[src/rtl/shift_sequencer.sv]
// shift_sequencer: two-requester round-robin controller that drives the nibble-serial shifter over eight cycles
module shift_sequencer #(
  parameter bit RR_ENABLE = 1'b1
) (
  input  logic        clk,
  input  logic        rst,
  input  logic        req0_valid,
  output logic        req0_ready,
  input  logic [3:0]  req0_op,
  input  logic [31:0] req0_a,
  input  logic [4:0]  req0_b,
  input  logic        req1_valid,
  output logic        req1_ready,
  input  logic [3:0]  req1_op,
  input  logic [31:0] req1_a,
  input  logic [4:0]  req1_b,
  output logic        rsp_valid,
  input  logic        rsp_ready,
  output logic        rsp_id,
  output logic [31:0] rsp_data,
  output logic        rsp_err,
  output logic [1:0]  shift_op,
  output logic [2:0]  shift_counter,
  output logic [31:0] shift_a,
  output logic [4:0]  shift_b,
  input  logic [3:0]  shift_d
);
  typedef enum logic [1:0] {IDLE, RUN, DONE} state_t;
  state_t      state;
  logic [1:0]  op_q;
  logic [31:0] a_q;
  logic [4:0]  b_q;
  logic [2:0]  cnt;
  logic        last;
  logic        grant0, grant1, take, legal;
  logic [3:0]  sel_op;
  logic [31:0] sel_a;
  logic [4:0]  sel_b;
  // last holds the previously granted requester; reset to 1 so requester 0 wins first
  always_comb begin
    grant1 = req1_valid && (!req0_valid || (RR_ENABLE && !last));
    grant0 = req0_valid && !grant1;
    take   = (state == IDLE) && (req0_valid || req1_valid);
    sel_op = grant1 ? req1_op : req0_op;
    sel_a  = grant1 ? req1_a : req0_a;
    sel_b  = grant1 ? req1_b : req0_b;
    legal  = sel_op inside {4'b0001, 4'b0101, 4'b1101};
  end
  assign req0_ready    = (state == IDLE) && grant0;
  assign req1_ready    = (state == IDLE) && grant1;
  assign rsp_valid     = (state == DONE);
  assign shift_op      = op_q;
  assign shift_a       = a_q;
  assign shift_b       = b_q;
  assign shift_counter = cnt;
  always_ff @(posedge clk or posedge rst) begin
    if (rst) begin
      state    <= IDLE;
      op_q     <= '0;
      a_q      <= '0;
      b_q      <= '0;
      cnt      <= '0;
      last     <= 1'b1;
      rsp_id   <= 1'b0;
      rsp_data <= '0;
      rsp_err  <= 1'b0;
    end else begin
      case (state)
        IDLE: if (take) begin
          op_q     <= sel_op[3:2];
          a_q      <= sel_a;
          b_q      <= sel_b;
          cnt      <= '0;
          last     <= grant1;
          rsp_id   <= grant1;
          rsp_data <= '0;
          rsp_err  <= !legal;
          state    <= legal ? RUN : DONE;
        end
        RUN: begin
          rsp_data[{cnt, 2'b00} +: 4] <= shift_d;
          cnt   <= cnt + 3'd1;
          state <= (cnt == 3'd7) ? DONE : RUN;
        end
        DONE: state <= rsp_ready ? IDLE : DONE;
        default: state <= IDLE;
      endcase
    end
  end
endmodule

[config.mk]
export PLATFORM = sky130hd
export DESIGN_NAME = shift_sequencer
export DESIGN_NICKNAME = d
export VERILOG_FILES = /design/src/rtl/shift_sequencer.sv
export SDC_FILE = /design/constraint.sdc
export NUM_CORES = 1
export LEC_CHECK = 0
export ABC_AREA = 1
export BUFFER_PORTS_ARGS = -buffer_cell sky130_fd_sc_hd__buf_2
export CORE_ASPECT_RATIO = 0.75
export CORE_MARGIN = 3
export CORE_UTILIZATION = 45
export DETAILED_ROUTE_END_ITERATION = 8
export HOLD_SLACK_MARGIN = 0.05
export PLACE_DENSITY_LB_ADDON = 0.2
export SLEW_MARGIN = 5
export SYNTH_ARGS = -nofsm -noshare
export SYNTH_HDL_FRONTEND = slang
export SYNTH_SLANG_ARGS = --single-unit
[constraint.sdc]
create_clock -name clk -period 3.4 [get_ports clk]
set_clock_uncertainty 0.05 [all_clocks]
set_input_delay 0.34 -clock clk [delete_from_list [all_inputs] [get_ports clk]]
set_output_delay 0.34 -clock clk [all_outputs]
set_load 0.01 [all_outputs]
==> metrics.md <==
| Metric | Value |
|---|---|
| Run status | `finished clean` |
| Worst reg2reg setup slack | `1230 ps` |
| Clock transition at the registers of the reported paths | `80 ps` |
| Rel. slew slack | `between 50% and 60%` |
| Area grow syn2layout | `29.9%` |
| Most common cell after layout, fill and taps aside | `buf_2` |
| Leak Pwr | `about 0.0026 uW` |
| Drt wl/cell | `14.6 um` |
| Setup slack at placement | `1250 ps` |
| Post-synth EDFFs | `0` |
| Fin util | `between 60% and 70%` |
| Row Count | `27` |
| Syn Inst Count | `442` |
| RSZ-0062 raised after global routing | `false` |
| Largest area contributor in the netlist | `dfrtp_1` |
| Sequential-to-total area share from yosys stat | `between 50% and 60%` |
| Worst slew pin tran | `681 ps` |
| TNS Setup | `0 ps` |
| Kind of critical path | `flip-flop to flip-flop` |
| DP Wirelength | `7.59 mm` |
| RR Startpoint | `shift_counter[0]` |
| ANT nets after route | `0` |
| Ys Warns | `0` |
| Max Freq | `between 0.4 and 0.5 GHz` |
| HP Class | `input pin to flip-flop` |
| Delay-heaviest family, CP | `compound AO/OA/AOI/OAI gates` |
| DRC viols | `0` |
| Initial DRC Count | `~190` |
| Max-Cap Viols | `0` |
| Core box area | `approximately 7600 um2` |
| Crit-path max cell delay | `between 400 and 500 ps` |
| Hold violation count in the final report | `0` |
| Top_reg_cell synth | `dfrtp_1` |
| Yosys reg bits | `79` |
| Cell Area, Synth | `3690 um2` |
| Crit-path most repeated cell | `ha_1` |
| CTS Buf Count | `9` |
| Buf+Inv Stages, Crit Path | `2` |
| Die Wd | `111 um` |
| WP depth | `7` |
| Max Buffers Root-to-Sink | `2` |
| Initial antenna violation count | `0` |
| Drt pass-1 iters | `5` |
| Post-Route WL | `10.4 mm` |
| Yosys top cell area share | `52.9%` |
| Initial core utilization | `48.3%` |
| Setup ws final | `1230 ps` |
| Worst hold start | `req1_b[1]` |
| Die Ht | `84.4 um` |
| Crit path from | `shift_counter[0]` |
| Worst-path fanout max | `6` |
| Grt total ovfl | `0` |
| Setup-failing EPs final | `0` |
| WP data arrival | `around 2300 ps` |
| Avg Cell Area, Syn | `8.35 um2` |
| Worst r2r path cells | `7` |
| Max Slew Vio Count | `0` |
| CP Launch Type | `flip-flop` |
| Share of layout cells above drive strength 1 | `32.6%` |
| DR vias | `3602` |
| Setup crit end kind | `flip-flop` |
| Total power | `3740 uW` |
| Worst vdd ir | `483 uV` |
| Post-Syn Nets | `540` |
| Asr flop ratio synth | `100%` |
| Gpl congestion | `0.876` |
| Area contributors post-synth | `dfrtp_1 (53%), nand2_1 (10%), o21ai_0 (7.7%)` |
| Final period utilization | `a little under two thirds` |
| PostCTS Resize Cnt | `0` |
| Worst path required time | `3550 ps` |
| Critical path destination | `rsp_data[29]` |
| Period minus WS final | `2170 ps` |
| Antenna diode count | `0` |
| Vias in the first global route | `3496` |
| # port buffers | `about 170` |
| Reg2reg end | `rsp_data[29]` |
| CTS Root Cell | `clkbuf_8` |
| PwrDens | `just under 800 nW/um2` |
| Nets | `705` |
| Io pins | `170` |
| Total track usage | `roughly 22%` |
| CP max stage cell | `o21ai_0` |
| First-pass GRT wire length | `about 17 mm` |
| Die Area | `9340 um2` |
| Crit path cell chain | `inv_2 -> ha_1 -> ha_1 -> inv_1 -> nand3_1 -> o21ai_0 -> o22ai_1` |
| Largest net degree at the start of global routing | `54` |
| Commonest cells after routing, fill and taps aside | `buf_2 (169), nand2_1 (100), dfrtp_1 (78), o21ai_0 (57), nor2_1 (53)` |
| H-tree depth | `3` |
| Vias per cell | `around 5.1` |
| Worst skew pair latency | `340 ps` |
| Clock sinks | `79` |
| CTS tree | `yes` |
| Unique masters post-synth | `24` |
==> worst min-delay path by stage <==
stage	to	slack, ps	depth (start not counted)
2_1_floorplan	last	400	2
3_3_place_gp	shift_a[16]	400	2
3_5_place_dp	rsp_data[10]	400	2
4_1_cts	shift_a[25]	190	3
5_1_grt	shift_a[6]	190	3
6_report	shift_b[1]	200	3
==> per-stage QoR <==
step	hold slack (ps)	cell area, um2	std cells
final	205	4800	712
after global routing	187	4800	712
after CTS	192	4800	712
after detailed placement	404	4570	696
after global placement	396	4570	696
after floorplan	398	3690	442
==> sequential cells by signal, summed over array words and instances (netlist names) <==
register / flops
last: 1
rsp_data: 32
rsp_err: 1
rsp_id: 1
shift_a: 32
shift_b: 5
shift_counter: 3
shift_op: 2
state: 2
==> timing repair <==
action,4_1_cts,5_1_grt
endpoints found under the hold margin,33,0
setup buffers,0,0
hold buffers,1,0
==> tightest hold or removal path, delay by kind of cell <==
kind | cells | cell delay (ps)
AOI/OAI and AO/OA | 1 | 110
buffers and inverters | 1 | 80
and+or+nand+nor | 1 | 30
==> Yosys cell counts, types with 3 or more instances <==
| cell | instances |
|---|---|
| o21ai_0 | 57 |
| inv_1 | 35 |
| inv_2 | 3 |
| buf_4 | 3 |
| nor2_4 | 3 |
| dfrtp_1 | 78 |
| buf_6 | 4 |
| o21ai_1 | 34 |
| nand3_1 | 26 |
| ha_1 | 7 |
| nand2_1 | 100 |
| o22ai_1 | 14 |
| nor2_1 | 53 |
| clkbuf_1 | 6 |
| buf_2 | 6 |
==> kinds of logic (layout without fill, tap and decap cells) <==
family | Yosys count | in the layout | synth area share (%)
and+or+nand+nor | 190 | 190 | 21.5
buffers and inverters | 57 | 226 | 7.12
DFF | 79 | 79 | 53.6
adders and majority gates | 7 | 7 | 2.37
AOI/OAI and AO/OA | 109 | 109 | 15.4
==> where the power goes <==
group | leakage, uW | switching (uW) | internal [uW]
combinational | 0.00144 | 1030 | 549
clock | 0.000109 | 328 | 428
sequential | 0.00102 | 171 | 1240
total | 0.00257 | 1530 | 2220
==> metal layers <==
layer / vias up / track usage [%] / share of wire, %
met5: - / 0 / 0
met2: 155 / 36.9 / 47
met4: 0 / 4.47 / 0.83
met1: 1669 / 30.1 / 44
met3: 9 / 6.27 / 8.3
li1: 1769 / - / -
==> area by class of cell <==
cell class / instances / area [um2]
multi-input cells: 306 / 1460
fillers: 716 / 2840
clock inverters: 4 / 70.1
flip-flops and latches: 79 / 1980
well taps: 101 / 126
clock buffers: 11 / 141
inverters: 38 / 144
repair buffers: 173 / 878
(Power assumes the default switching activity.)
